File: src/rtl/fetch_if.sv
// Fetch-stage bus bundle: instruction-memory request/grant/response,
// redirect from execute, and the valid/ready instruction path to decode.
interface fetch_if;
    // Instruction memory request/grant/response
    logic        imem_req;
    logic [31:0] imem_addr;
    logic        imem_gnt;
    logic        imem_rvalid;
    logic [31:0] imem_rdata;

    // Redirect from execute
    logic        redirect;
    logic [31:0] redirect_pc;

    // Instruction path to decode
    logic        instr_valid;
    logic        instr_ready;
    logic [31:0] instr;
    logic [31:0] instr_pc;
    logic [1:0]  op;
    logic [5:0]  funct;
    logic [3:0]  rd;
    logic [3:0]  instr74;

    // Fetch unit side
    modport master (
        output imem_req, imem_addr,
        input  imem_gnt, imem_rvalid, imem_rdata,
        input  redirect, redirect_pc,
        output instr_valid,
        input  instr_ready,
        output instr, instr_pc, op, funct, rd, instr74
    );

    // Memory / pipeline side
    modport slave (
        input  imem_req, imem_addr,
        output imem_gnt, imem_rvalid, imem_rdata,
        output redirect, redirect_pc,
        input  instr_valid,
        output instr_ready,
        input  instr, instr_pc, op, funct, rd, instr74
    );
endinterface

File: src/rtl/fetch_unit.sv
// Instruction fetch stage: owns the fetch PC, issues word reads with a
// credit limit of DEPTH, buffers returned words in order with their PCs and
// hands them to decode. A redirect flushes the buffer and arms a drop count
// so responses still in flight for the old stream are discarded.
module fetch_unit #(
    parameter int unsigned DEPTH    = 4,
    parameter logic [31:0] RESET_PC = 32'h0000_0000
) (
    input  logic    clk,
    input  logic    rst_n,
    fetch_if.master bus
);
    localparam int unsigned   PW      = $clog2(DEPTH);
    localparam int unsigned   CW      = $clog2(DEPTH + 1);
    localparam logic [CW-1:0] C_DEPTH = CW'(DEPTH);
    localparam logic [CW-1:0] C_ONE   = CW'(1);
    localparam logic [PW-1:0] P_ONE   = PW'(1);

    // Fetch PC and credit state
    logic [31:0]   r_fetch_pc;
    logic [CW-1:0] r_inflight;
    logic [CW-1:0] r_drop;

    // Per-request PC tags, in grant order
    logic [31:0]   r_tag [DEPTH];
    logic [PW-1:0] r_tag_wr;
    logic [PW-1:0] r_tag_rd;

    // Instruction buffer
    logic [31:0]   r_word [DEPTH];
    logic [31:0]   r_pc   [DEPTH];
    logic [PW-1:0] r_wr_ptr;
    logic [PW-1:0] r_rd_ptr;
    logic [CW-1:0] r_count;

    logic          w_req;
    logic          w_grant;
    logic          w_rsp;
    logic          w_push;
    logic          w_pop;
    logic [CW:0]   w_occupancy;
    logic [CW-1:0] w_inflight_nxt;
    logic [31:0]   w_instr;
    logic [1:0]    w_unused_pc_lsbs;

    // Requests are throttled on registered state only, so outstanding
    // requests plus buffered words can never exceed the buffer size.
    assign w_occupancy    = {1'b0, r_inflight} + {1'b0, r_count};
    assign w_req          = rst_n & (w_occupancy < {1'b0, C_DEPTH});
    assign w_grant        = w_req & bus.imem_gnt;
    // A response with no credit outstanding is a protocol error and is ignored.
    assign w_rsp          = bus.imem_rvalid & (r_inflight != '0);
    assign w_push         = w_rsp & (r_drop == '0) & ~bus.redirect;
    assign w_pop          = (r_count != '0) & bus.instr_ready & ~bus.redirect;
    assign w_inflight_nxt = r_inflight + CW'(w_grant) - CW'(w_rsp);

    // Redirect targets are word aligned; the low bits carry no information.
    assign w_unused_pc_lsbs = bus.redirect_pc[1:0];

    // Fetch PC, in-flight credit and drop count.
    // NOTE: sequential state is written with <= so every register in the
    // design updates from the same pre-edge values.
    always_ff @(posedge clk or negedge rst_n) begin
        if (!rst_n) begin
            r_fetch_pc <= RESET_PC;
            r_inflight <= '0;
            r_drop     <= '0;
        end else begin
            r_inflight <= w_inflight_nxt;
            if (bus.redirect) begin
                // Every response still outstanding after this edge belongs to
                // the old stream, including a request granted at this edge.
                r_fetch_pc <= {bus.redirect_pc[31:2], 2'b00};
                r_drop     <= w_inflight_nxt;
            end else begin
                if (w_grant) begin
                    r_fetch_pc <= r_fetch_pc + 32'd4;
                end
                if (w_rsp && (r_drop != '0)) begin
                    r_drop <= r_drop - C_ONE;
                end
            end
        end
    end

    // Tag pointers: one entry per granted request, retired by its response.
    always_ff @(posedge clk or negedge rst_n) begin
        if (!rst_n) begin
            r_tag_wr <= '0;
            r_tag_rd <= '0;
        end else begin
            if (w_grant) begin
                r_tag_wr <= r_tag_wr + P_ONE;
            end
            if (w_rsp) begin
                r_tag_rd <= r_tag_rd + P_ONE;
            end
        end
    end

    // Tag storage: capture the PC of each granted request.
    // NOTE: this array has no reset; an entry is only read after its own
    // grant has written it, so resetting it would buy nothing.
    always_ff @(posedge clk) begin
        if (w_grant) begin
            r_tag[r_tag_wr] <= r_fetch_pc;
        end
    end

    // Instruction buffer: push returned words, pop to decode, flush on redirect.
    // Storage is reset so instr/instr_pc come up as zero.
    always_ff @(posedge clk or negedge rst_n) begin
        if (!rst_n) begin
            r_wr_ptr <= '0;
            r_rd_ptr <= '0;
            r_count  <= '0;
            for (int i = 0; i < DEPTH; i++) begin
                r_word[i] <= '0;
                r_pc[i]   <= '0;
            end
        end else if (bus.redirect) begin
            r_wr_ptr <= '0;
            r_rd_ptr <= '0;
            r_count  <= '0;
        end else begin
            if (w_push) begin
                r_word[r_wr_ptr] <= bus.imem_rdata;
                r_pc[r_wr_ptr]   <= r_tag[r_tag_rd];
                r_wr_ptr         <= r_wr_ptr + P_ONE;
            end
            if (w_pop) begin
                r_rd_ptr <= r_rd_ptr + P_ONE;
            end
            r_count <= r_count + CW'(w_push) - CW'(w_pop);
        end
    end

    assign w_instr         = r_word[r_rd_ptr];

    assign bus.imem_req    = w_req;
    assign bus.imem_addr   = r_fetch_pc;
    assign bus.instr_valid = (r_count != '0);
    assign bus.instr       = w_instr;
    assign bus.instr_pc    = r_pc[r_rd_ptr];
    assign bus.op          = w_instr[27:26];
    assign bus.funct       = w_instr[25:20];
    assign bus.rd          = w_instr[15:12];
    assign bus.instr74     = w_instr[7:4];

    a_rsp_has_credit: assert property (
        @(posedge clk) disable iff (!rst_n) bus.imem_rvalid |-> (r_inflight != '0)
    );
endmodule

File: src/flat_wrapper.sv
// flat-port wrapper written by rule: the top's interface ports become plain ports
module fetch_unit_flat 
#(
    parameter int unsigned DEPTH    = 4,
    parameter logic [31:0] RESET_PC = 32'h0000_0000
)
  (clk, rst_n, bus_imem_req, bus_imem_addr, bus_imem_gnt, bus_imem_rvalid, bus_imem_rdata, bus_redirect, bus_redirect_pc, bus_instr_valid, bus_instr_ready, bus_instr, bus_instr_pc, bus_op, bus_funct, bus_rd, bus_instr74);
  fetch_if bus_i ();
  input  logic clk;
  input  logic rst_n;
  output wire logic [$bits(bus_i.imem_req)-1:0] bus_imem_req;
  output wire logic [$bits(bus_i.imem_addr)-1:0] bus_imem_addr;
  input wire logic [$bits(bus_i.imem_gnt)-1:0] bus_imem_gnt;
  input wire logic [$bits(bus_i.imem_rvalid)-1:0] bus_imem_rvalid;
  input wire logic [$bits(bus_i.imem_rdata)-1:0] bus_imem_rdata;
  input wire logic [$bits(bus_i.redirect)-1:0] bus_redirect;
  input wire logic [$bits(bus_i.redirect_pc)-1:0] bus_redirect_pc;
  output wire logic [$bits(bus_i.instr_valid)-1:0] bus_instr_valid;
  input wire logic [$bits(bus_i.instr_ready)-1:0] bus_instr_ready;
  output wire logic [$bits(bus_i.instr)-1:0] bus_instr;
  output wire logic [$bits(bus_i.instr_pc)-1:0] bus_instr_pc;
  output wire logic [$bits(bus_i.op)-1:0] bus_op;
  output wire logic [$bits(bus_i.funct)-1:0] bus_funct;
  output wire logic [$bits(bus_i.rd)-1:0] bus_rd;
  output wire logic [$bits(bus_i.instr74)-1:0] bus_instr74;
  assign bus_imem_req = bus_i.imem_req;
  assign bus_imem_addr = bus_i.imem_addr;
  assign bus_i.imem_gnt = bus_imem_gnt;
  assign bus_i.imem_rvalid = bus_imem_rvalid;
  assign bus_i.imem_rdata = bus_imem_rdata;
  assign bus_i.redirect = bus_redirect;
  assign bus_i.redirect_pc = bus_redirect_pc;
  assign bus_instr_valid = bus_i.instr_valid;
  assign bus_i.instr_ready = bus_instr_ready;
  assign bus_instr = bus_i.instr;
  assign bus_instr_pc = bus_i.instr_pc;
  assign bus_op = bus_i.op;
  assign bus_funct = bus_i.funct;
  assign bus_rd = bus_i.rd;
  assign bus_instr74 = bus_i.instr74;
  fetch_unit #(.DEPTH(DEPTH), .RESET_PC(RESET_PC)) u_core (.clk(clk), .rst_n(rst_n), .bus(bus_i));
endmodule
File: config.mk
export PLATFORM = sky130hd
export DESIGN_NAME = fetch_unit_flat
export DESIGN_NICKNAME = d
export VERILOG_FILES = /design/src/rtl/fetch_if.sv /design/src/rtl/fetch_unit.sv /design/src/flat_wrapper.sv
export SDC_FILE = /design/constraint.sdc
export NUM_CORES = 1
export LEC_CHECK = 0
export ABC_CLOCK_PERIOD_IN_PS = 2600
export CORE_MARGIN = 10
export CORE_UTILIZATION = 52
export DETAILED_ROUTE_END_ITERATION = 10
export MAX_ROUTING_LAYER = met4
export PLACE_DENSITY = 0.77
export RECOVER_POWER = 25
export SYNTH_ARGS = -nofsm -noshare
export SYNTH_HDL_FRONTEND = slang
export SYNTH_SLANG_ARGS = --single-unit
File: constraint.sdc
create_clock -name clk -period 2.6 [get_ports clk]
set_clock_uncertainty 0.05 [all_clocks]
set_input_delay 0.52 -clock clk [delete_from_list [all_inputs] [get_ports clk]]
set_output_delay 0.52 -clock clk [all_outputs]
set_load 0.005 [all_outputs]
==> results of run 1 <==
-- path summary, 6_finish.rpt --
path	start	end	slack (ns)	cells past startpoint
worst min-delay path	bus_redirect	u_core.r_rd_ptr[1]	0.20	2
worst min register to register	u_core.r_word[104]	u_core.r_word[104]	0.43	1
worst max-delay path	u_core.r_rd_ptr[0]	bus_instr74[0]	-0.04	5
worst max register to register	u_core.r_inflight[2]	u_core.bus.imem_addr[17]	0.08	7
min in group asynchronous	rst_n	u_core.r_pc[90]	0.75	3
max in group asynchronous	rst_n	u_core.r_word[61]	0.52	3
-- cells by family (layout without fill, tap and decap cells) --
family                   Yosys count  in the layout  synth area share, %
AO/OA/AOI/OAI                     72             72                 2.71
XOR/XNOR                          15             15                0.726
adder cells (fa/ha/maj)           19             19                 1.40
AND/OR/NAND/NOR                  144            144                 4.45
flip-flops                       415            415                 60.7
other                              1              4               0.0207
buffers and inverters            110            378                 3.01
multiplexers                     341            341                 27.0
-- placed cells by master, fill, tap and decap left out, types with 22 or more instances in the layout --
cell	instances
mux4_2	92
clkdlybuf4s50_1	96
mux2_2	164
dfrtp_1	292
edfxtp_1	120
buf_2	67
buf_4	40
nor2_1	30
mux2_1	84
buf_12	29
nand2_1	27
buf_6	22
clkbuf_16	44
clkbuf_1	23
-- worst max-delay path, delay by kind of cell, from the launching register on --
kind | cells | cell delay [ns]
buf+inv | 4 | 0.57
mux | 1 | 0.45
flops | 1 | 0.51
-- synthesized netlist by cell type (2+ instances only) --
library cell	instances	area, um^2
dfrtp_1	295	7380
mux2_2	164	1850
edfxtp_1	120	3600
mux4_2	92	2070
mux2_1	84	946
buf_2	39	195
nor2_1	31	116
nand2_1	27	101
clkbuf_1	26	97.6
inv_1	21	78.8
buf_4	20	150
a31oi_1	18	113
ha_1	17	213
o21ai_0	17	85.1
or4_1	16	120
nand3_1	15	75.1
o31ai_1	11	82.6
and2_1	10	62.6
nand4_1	10	62.6
xnor2_1	10	87.6
or3_1	7	43.8
and3_1	5	31.3
and4_1	5	43.8
xor2_1	5	43.8
a21oi_1	4	20.0
nor2b_1	4	25.0
nor4_1	4	25.0
a221oi_1	3	26.3
buf_1	3	11.3
o211ai_1	3	22.5
a21o_1	2	15.0
a311oi_1	2	17.5
fa_1	2	40.0
nand2b_1	2	12.5
o21ai_1	2	10.0
o31a_1	2	17.5
-- power groups by stage --
stage               sequential (mW)  clock, mW  combinational, mW
global placement               8.82          0               7.14
global route                   8.95       6.44               8.05
detailed placement             8.92          0               7.27
finish                         8.80       6.04               7.42
CTS                            8.79       6.16               7.49
floorplan                      8.65          0               4.17
-- metal layers --
layer | wire [um] | part of all wire [%]
met4 | 771 | 1.8
met5 | 0 | 0
met1 | 18700 | 44
met2 | 20900 | 49
met3 | 2500 | 5.8
-- timing repair --
item / in CTS / in global routing
setup buffers: 21 / 5
gates cloned: 7 / 0
hold endpoints to repair: 13 / 0
hold buffers: 1 / 0
endpoints found under the setup margin: 79 / 51
pin swaps: 0 / 3
gates resized for setup: 349 / 12
-- stage by stage --
stage / area [um^2] / hold WS, ns / worst slack [ns]
6_report: 22400 / 0.201 / -0.0425
5_1_grt: 22400 / 0.222 / -0.0915
4_1_cts: 22400 / 0.197 / -0.0771
3_5_place_dp: 20800 / 0.283 / 0.0339
3_3_place_gp: 20800 / 0.282 / 0.0444
2_1_floorplan: 18100 / 0.174 / 0.0735
-- final cells by class --
type | instances | area, um^2
clock buffer | 59 | 1200
clock inverter | 19 | 186
fill | 2402 | 12100
inverter | 21 | 78.8
multi-input combinational | 595 | 6610
sequential | 415 | 11000
tap | 455 | 569
timing repair buffer | 279 | 2740
-- flip-flops by register name, summed over array words and instances (netlist names) --
name	count
u_core.r_tag_wr	2
u_core.r_count	3
u_core.r_rd_ptr	2
u_core.r_word	128
u_core.r_tag_rd	2
u_core.r_drop	3
u_core.bus.imem_addr	30
u_core.r_tag	120
u_core.r_wr_ptr	2
u_core.r_pc	120
u_core.r_inflight	3
==> results.md, run 1 <==
* GR Layer Usage met2 at between 30% and 40%
* Seq/Total Area, Yosys at approximately 61%
* Met1 layer usage reported by global route at about 29%
* Pins over their slew limit at between 60 and 70
* H-tree levels at 2
* ANT cells at 0
* Top FF cell, synth: dfrtp_1
* Period Utilization, post-route at 102%
* Final setup fails at 26
* RSZ-0062 raised after global routing: true
* TritonCTS Buffers at 43
* Req. time, crit path at 2.03 ns
* Arrival time worst endpoint at roughly 2.1 ns
* Logic pwr share at 33.3%
* Final Non-Filler Cells at approximately 1800
* Design Power at roughly 22 mW
* Clock buffer depth at 3
* WL/cell at roughly 23 um
* Core Util, Final at about two thirds
* Gr usage total at between 20% and 30%
* Synth Cell Area at ~18000 um^2
* Synth unique cells at 55
* VDD IR-drop max at ~550 uV
* Internal power at ~16 mW
* Largest net degree at the start of global routing at ~150
* GPL Wtd Cong at ~0.84
* Core Region at 34500 um^2
* Die Wd at just over 200 um
* Antenna violations before repair at 0
* Crit start category: flop
* Outcome: finished with violations
* I/O Pins at between 150 and 200
* P&R area growth vs syn at 23.7%
* Final WL at 42900 um
* CTS tree: yes
* YS warnings at 0
* Mean Syn Cell Area at between 15 and 20 um^2
* Skew-Pair Late Insertion Delay at between 0.5 and 0.6 ns
* CP max FO at 5
* DIE AREA at around 43000 um^2
* PortBufs at about 180
* Worst Slack Setup Final at -0.0425 ns
* FFs w/ async S/R, synth at 71.1%
* Slew @ Worst Pin at around 1.6 ns
* Post-route DRC violation count at 0
* Clock-pin transition on the worst setup and hold timing paths at 0.06 ns
* Share of layout cells above drive strength 1 at approximately 36%
* DP Cell Count at approximately 1700
* Via count at between 10000 and 15000
* Row count at 68
* GR peak layer: met2
* Sink Count at slightly above 400
* Setup tns final at -0.443 ns
* Synthesized flop and latch total at about 420
* Hold WC Path Type: primary input to flop
* Slowest stage delay, CP at between 0.5 and 0.6 ns
* Slew Limit Headroom at -5.51%
* Top achievable clock speed at between 300 and 400 MHz
* First-pass GRT wire length at about 67000 um
* Number of flops mapped to enable cells by yosys at 120
* Vias per cell at around 5.8
* Clock power share at 27.1%
* Total global routing overflow at 0
* Switching power at roughly 6.3 mW
* Violated checks: max-capacitance violations, max-slew violations, negative setup slack
* Static Leak at around 9.5 nW
* Post-detail-place hpwl at about 28000 um
* Flop pwr share at 39.5%
* Chip height at slightly above 200 um
* Met3 usage at between 4 and 5%
* Switching share of total power at between 20% and 30%
* Final hold vios at 0
* Critical path type: flop to primary output
* Crit path cell chain: buf_12 > buf_16 > buf_12 > mux4_2 > buf_2
* Starting DRC count in detailed routing at 796
* Final #Nets at 1444
* MaxCap Viol Count at 1
* Fin crit period at approximately 2.6 ns
* Cells after Synth at around 1100
* Vias in the first global route at approximately 11000
* Initial Util at a little over half
* Critical path's slowest cell: dfrtp_4
* DR pass1 iterations at 7
* Pwr per Cell Area at about 1000 nW/um^2
* Nature of the critical path endpoint: primary output
* Root buffer cell: clkbuf_16
* Crit path top cell by count: buf_12
* Routed Antenna Nets at 0
No activity file was read; power rests on OpenSTA's default activity.
==> run 2: changes to the inputs <==
--- a/config.mk
+++ b/config.mk
@@ -7,10 +7,11 @@
 export LEC_CHECK = 0
 export ABC_CLOCK_PERIOD_IN_PS = 2600
 export CORE_MARGIN = 10
-export CORE_UTILIZATION = 52
+export CORE_UTILIZATION = 50
 export DETAILED_ROUTE_END_ITERATION = 10
+export HOLD_SLACK_MARGIN = 0.15
 export MAX_ROUTING_LAYER = met4
-export PLACE_DENSITY = 0.77
+export PLACE_DENSITY = 0.74
 export RECOVER_POWER = 25
 export SYNTH_ARGS = -nofsm -noshare
 export SYNTH_HDL_FRONTEND = slang
==> run 2 against run 1 <==
Against the previous run: the flow finishes with violations (negative setup slack); wire length fell by 0.24%; worst setup slack got worse by 0.017 ns; final area fell by 0.73%; hold slack improved by 0.23 ns; clock-buffer cell count rose by 1; flip-flop and latch count did not move; critical path depth did not move; highest routed layer unchanged; critical endpoint is now bus_instr[4]; via count rose by 0.39%.
==> results.md, run 2 (synthesized netlist as in run 1, its figures left out) <==
* Clock buffer depth at 3 (unchanged)
* Switching share of total power at 28.3% (about the same)
* Req. time, crit path at 2.03 ns (about the same)
* Logic pwr share at 32.3% (-1.0 points)
* Placed Instance Area at 20800 um^2 (unchanged)
* Static Leak at 9.41 nW (-0.95%)
* Slew @ Worst Pin at 0.931 ns (-0.652 ns)
* Via count at 10800 (+0.39%)
* Design Power at 22.3 mW (about the same)
* Total global routing overflow at 0 (unchanged)
* DR pass1 iterations at 5 (-2)
* Die Wd at 210 um (+1.8%)
* Final setup fails at 47 (+81%)
* Clock-pin transition on the worst setup and hold timing paths at 0.06 ns (about the same)
* Final hold vios at 0 (unchanged)
* Final Non-Filler Cells at 1837 (-0.33%)
* Share of layout cells above drive strength 1 at 35.2% (-0.97 points)
* DP Cell Count at 1737 (+0.23%)
* CP max FO at 6 (+1)
* Core Region at 35700 um^2 (+3.5%)
* Max reg flops at 128 (unchanged)
* Hold slack at 0.429 ns (+0.228 ns)
* Sink Count at 415 (unchanged)
* Core Util, Final at 62.3% (-2.6 points)
* Top achievable clock speed at 376 MHz (-0.65%)
* First-pass GRT wire length at 67700 um (+0.65%)
* Row count at 69 (+1.5%)
* WL/cell at 23.3 um (about the same)
* Internal power at 16.0 mW (about the same)
* Switching power at 6.31 mW (about the same)
* Vias in the first global route at 11600 (+3.7%)
* Pins over their slew limit at 0 (-100%)
* Vias per cell at 5.85 (+0.72%)
* Flop pwr share at 39.6% (about the same)
* Final WL at 42800 um (-0.24%)
* PortBufs at 177 (unchanged)
* Starting DRC count in detailed routing at 704 (-12%)
* Outcome: finished with violations
* Slew Limit Headroom at 38.0% (+43 points)
* Hold WC Path Type: flop to flop
* Routed Antenna Nets at 0 (unchanged)
* Root buffer cell: clkbuf_16
* Initial Util at 50.7% (-1.8 points)
* Crit start category: flop
* VDD IR-drop max at 459 uV (-16%)
* Post-detail-place hpwl at 27900 um (+0.48%)
* Arrival time worst endpoint at 2.09 ns (+0.02 ns)
* Commonest non-fill, non-tap cell in the layout: dfrtp_1
* Pwr per Cell Area at 1000 nW/um^2 (+0.76%)
* CTS tree: yes
* P&R area growth vs syn at 22.8%
* DIE AREA at 44200 um^2 (+3.6%)
* Skew-Pair Late Insertion Delay at 0.55 ns (about the same)
* Fin crit period at 2.66 ns (+0.0173 ns)
* Antenna violations before repair at 1 (+1)
* Post-route DRC violation count at 0 (unchanged)
* I/O Pins at 184 (unchanged)
* Most frequent cells in the layout: 292 x dfrtp_1, 164 x mux2_2, 120 x edfxtp_1, 96 x clkdlybuf4s50_1, 92 x mux4_2
* RSZ-0062 raised after global routing: true
* GPL Wtd Cong at 0.816 (-2.9%)
* Largest regs: u_core.r_word x128, u_core.r_pc x120, u_core.r_tag x120
* TritonCTS Buffers at 44 (+2.3%)
* Critical path type: flop to primary output
* Largest net degree at the start of global routing at 171 (+18%)
* H-tree levels at 2 (unchanged)
* Clock power share at 28.1% (+1.0 points)
* MaxCap Viol Count at 0 (-1)
* Final Cell Area at 22200 um^2 (-0.73%)
* Chip height at 210 um (+1.8%)
* Nature of the critical path endpoint: primary output
* Final #Nets at 1432 (-0.83%)
* Worst Slack Setup Final at -0.0598 ns (-0.0173 ns)
* Gr usage total at 20.2% (-0.90 points)
* Largest Register: u_core.r_word
* Violated checks: negative setup slack
* Period Utilization, post-route at 102% (+0.67 points)
## run 2: layout make-up
class | count | area, um^2
sequential | 415 | 11000
tap | 461 | 577
clock inverter | 18 | 210
inverter | 21 | 78.8
clock buffer | 60 | 1230
fill | 2592 | 13400
multi-input combinational | 595 | 6590
timing repair buffer | 266 | 2520
antenna | 1 | 2.50
## run 2: what timing repair did
action	CTS	global route
resized for setup	332	16
gates cloned	5	0
hold endpoints to repair	31	0
hold buffers	1	0
pin swaps	1	3
endpoints found under the setup margin	79	124
setup buffers	13	3
## run 2: worst paths after layout
| path | from | slack [ns] | endpoint | cells past startpoint |
|---|---|---|---|---|
| worst max register to register | u_core.r_inflight[2] | 0.06 | u_core.r_tag[3][3] | 8 |
| worst min register to register | u_core.r_word[45] | 0.43 | u_core.r_word[45] | 1 |
| worst min-delay path | u_core.r_word[45] | 0.43 | u_core.r_word[45] | 1 |
| min in group asynchronous | rst_n | 0.50 | u_core.r_count[0] | 2 |
| worst max-delay path | u_core.r_rd_ptr[0] | -0.06 | bus_instr[4] | 5 |
| max in group asynchronous | rst_n | 0.27 | u_core.bus.imem_addr[19] | 4 |
## run 2: metrics by stage
step,TNS [ns],worst slack [ns]
after detailed placement,0,0.0596
after global placement,0,0.0584
after CTS,-2.74,-0.0814
final,-1.27,-0.0598
after floorplan,0,0.0735
after global routing,-13.04,-0.118
## run 2: layer usage
metal,GRT usage (%),routed length (um),up-vias
li1,-,-,4687
met1,26.3,18700,5703
met2,31.4,20600,293
met3,4.05,2260,72
met4,6.30,1180,0
met5,-,0,-
## run 2: power groups by stage
stage	sequential, mW	clock (mW)	combinational (mW)
5_1_grt	8.97	6.69	7.80
6_report	8.81	6.27	7.19
3_3_place_gp	8.81	0	7.23
2_1_floorplan	8.65	0	4.17
3_5_place_dp	8.90	0	7.36
4_1_cts	8.80	6.42	7.30
## run 2: worst max-delay path, stage by stage, from the launching register on
cell and delay (ns):
dfrtp_4 0.51, buf_12 0.16, buf_16 0.14, buf_8 0.12, mux4_2 0.47, buf_6 0.15
==> run 3: changes to the inputs <==
--- a/config.mk
+++ b/config.mk
@@ -6,13 +6,16 @@
 export NUM_CORES = 1
 export LEC_CHECK = 0
 export ABC_CLOCK_PERIOD_IN_PS = 2600
+export CAP_MARGIN = 20
 export CORE_MARGIN = 10
 export CORE_UTILIZATION = 50
 export DETAILED_ROUTE_END_ITERATION = 10
+export DONT_BUFFER_PORTS = 1
 export HOLD_SLACK_MARGIN = 0.15
 export MAX_ROUTING_LAYER = met4
-export PLACE_DENSITY = 0.74
+export PLACE_DENSITY = 0.68
 export RECOVER_POWER = 25
+export SLEW_MARGIN = 20
 export SYNTH_ARGS = -nofsm -noshare
 export SYNTH_HDL_FRONTEND = slang
 export SYNTH_SLANG_ARGS = --single-unit
==> run 3 against run 2 <==
Against the previous run: the run ends with negative hold slack left; critical path type unchanged; critical endpoint is now bus_instr_pc[25]; wire length down 4.5%; worst setup slack better by 0.12 ns; global-route usage down 0.96 points; final area down 5.8%.
==> results.md, run 3 (synthesized netlist as in run 1, its figures left out) <==
* GPL Wtd Cong at 0.824 (+0.89%)
* Final #Nets at 1279 (-11%)
* Arrival time worst endpoint at 1.97 ns (-0.12 ns)
* DIE AREA at 44200 um^2 (unchanged)
* Slowest stage delay, CP at 0.61 ns (+0.10 ns)
* DP Cell Count at 1542 (-11%)
* Pins over their slew limit at 0 (unchanged)
* Crit start category: flop
* Slew Limit Headroom at 40.3% (+2.4 points)
* Slew @ Worst Pin at 0.895 ns (-0.0358 ns)
* Core Region at 35700 um^2 (unchanged)
* Initial Util at 50.7% (unchanged)
* CTS Hold Buffers Added at 61 (+60)
* CTS tree: yes
* Static Leak at 8.71 nW (-7.5%)
* Post-route DRC violation count at 0 (unchanged)
* Vias in the first global route at 10700 (-8.2%)
* Final Cell Area at 20900 um^2 (-5.8%)
* Pwr per Cell Area at 967 nW/um^2 (-3.5%)
* Routed Antenna Nets at 0 (unchanged)
* CP startpoint: u_core.r_rd_ptr[0]
* VDD IR-drop max at 658 uV (+43%)
* Placed Instance Area at 18800 um^2 (-9.7%)
* Hold slack at -0.398 ns (-0.827 ns)
* Design Power at 20.2 mW (-9.1%)
* Final setup fails at 0 (-100%)
* P&R area growth vs syn at 15.7%
* Total global routing overflow at 0 (unchanged)
* Row count at 69 (unchanged)
* Buffer and inverter count on the worst path at 1 (-3)
* Final hold vios at 295 (+295)
* Largest net degree at the start of global routing at 298 (+74%)
* Violated checks: negative hold slack
* Largest regs: u_core.r_word x128, u_core.r_pc x120, u_core.r_tag x120
* Max reg flops at 128 (unchanged)
* Antenna violations before repair at 5 (+4)
* Starting DRC count in detailed routing at 595 (-15%)
* Vias per cell at 5.92 (+1.2%)
* Kind of cell adding the most delay to the critical path: multiplexers
* TritonCTS Buffers at 44 (unchanged)
* Via count at 10000 (-6.8%)
* Critical path type: flop to primary output
* Top achievable clock speed at 394 MHz (+4.7%)
* RSZ-0062 raised after global routing: true
* H-tree levels at 2 (unchanged)
* Nature of the critical path endpoint: primary output
* Root buffer cell: clkbuf_16
* Gr usage total at 19.2% (-0.96 points)
* Post-detail-place hpwl at 25900 um (-7.4%)
* Clock buffer depth at 3 (unchanged)
* CP max FO at 26 (+20)
* MaxCap Viol Count at 0 (unchanged)
* Largest Register: u_core.r_word
* Crit path cell chain: buf_16 > mux4_2
* Hold WC Path Type: primary input to async pin
* Final Non-Filler Cells at 1692 (-7.9%)
* Skew-Pair Late Insertion Delay at 0.56 ns (about the same)
* WL/cell at 24.1 um (+3.6%)
* First-pass GRT wire length at 63800 um (-5.7%)
* Outcome: finished with violations
* Commonest non-fill, non-tap cell in the layout: dfrtp_1
* Req. time, crit path at 2.03 ns (about the same)
* Core Util, Final at 58.7% (-3.6 points)
* Fin crit period at 2.54 ns (-0.120 ns)
* Share of layout cells above drive strength 1 at 31.3% (-3.9 points)
* Critical path's slowest cell: mux4_2
* Final WL at 40800 um (-4.5%)
* PortBufs at 0 (-100%)
* Sink Count at 415 (unchanged)
* Period Utilization, post-route at 97.7% (-4.6 points)
* Most frequent cells in the layout: 292 x dfrtp_1, 164 x mux2_2, 120 x edfxtp_1, 92 x mux4_2, 84 x mux2_1
* Chip height at 210 um (unchanged)
* DR pass1 iterations at 5 (unchanged)
* I/O Pins at 184 (unchanged)
* Clock-pin transition on the worst setup and hold timing paths at 0.06 ns (about the same)
* RR Startpoint: u_core.r_count[1]
* Die Wd at 210 um (unchanged)
## run 3: cell types whose count changed in the layout (fill, tap and decap cells not counted), moves of 5 or more
cell and change:
buf_12 -6, clkbuf_1 -6, buf_2 -61, buf_6 -16, clkbuf_4 -5, clkdlybuf4s50_1 -96
dlygate4sd3_1 +58
## run 3: where the power goes
part	internal, mW	switching [mW]
logic	2.78	2.55
registers	8.08	0.754
clock network	3.56	2.51
## run 3: path summary, 6_finish.rpt
| path | to | slack [ns] | depth (start not counted) |
|---|---|---|---|
| max in group asynchronous | u_core.r_pc[108] | 2.16 | 0 |
| hold reg to reg | u_core.r_word[20] | 0.43 | 1 |
| hold / removal | u_core.r_word[115] | -0.40 | 0 |
| setup reg to reg | u_core.bus.imem_addr[13] | 0.19 | 6 |
| setup / recovery | bus_instr_pc[25] | 0.06 | 2 |
| min in group clk | u_core.r_tag_rd[0] | 0.18 | 3 |
## run 3: final cells by class
cell class	instances	area [um^2]
Fill cell	2710	14700
Antenna cell	5	12.5
Multi-Input combinational cell	595	6600
Inverter	21	78.8
Timing Repair Buffer	113	1260
Clock inverter	11	83.8
Clock buffer	71	1320
Tap cell	461	577
Sequential cell	415	11000
## run 3: worst register-to-register path: stages, from the launching register on
cell and delay, ns:
dfrtp_1 0.44, ha_1 0.27, nor4b_4 0.36, nand4_2 0.22
buf_4 0.28, or4_1 0.53, a31oi_1 0.19
## run 3: metal layers
metal | share of wire [%] | global-route usage, % | routed length [um]
met1 | 42 | 23.4 | 17000
met3 | 6.3 | 4.58 | 2570
met4 | 2.7 | 6.94 | 1090
met2 | 50 | 30.8 | 20200
met5 | 0 | - | 0
## run 3: repair_timing
action / in CTS / in global routing
cloned: 1 / 0
setup buffers: 1 / 0
endpoints found under the setup margin: 75 / 20
resized for setup: 6 / 0
hold endpoints to repair: 461 / 295
## run 3: stage by stage
stage / setup TNS (ns) / setup WS (ns)
after floorplan: 0 / 0.0735
after global placement: 0 / 0.201
after detailed placement: 0 / 0.167
after CTS: -0.00210 / -0.00105
after global routing: -0.166 / -0.0174
final: 0 / 0.0599
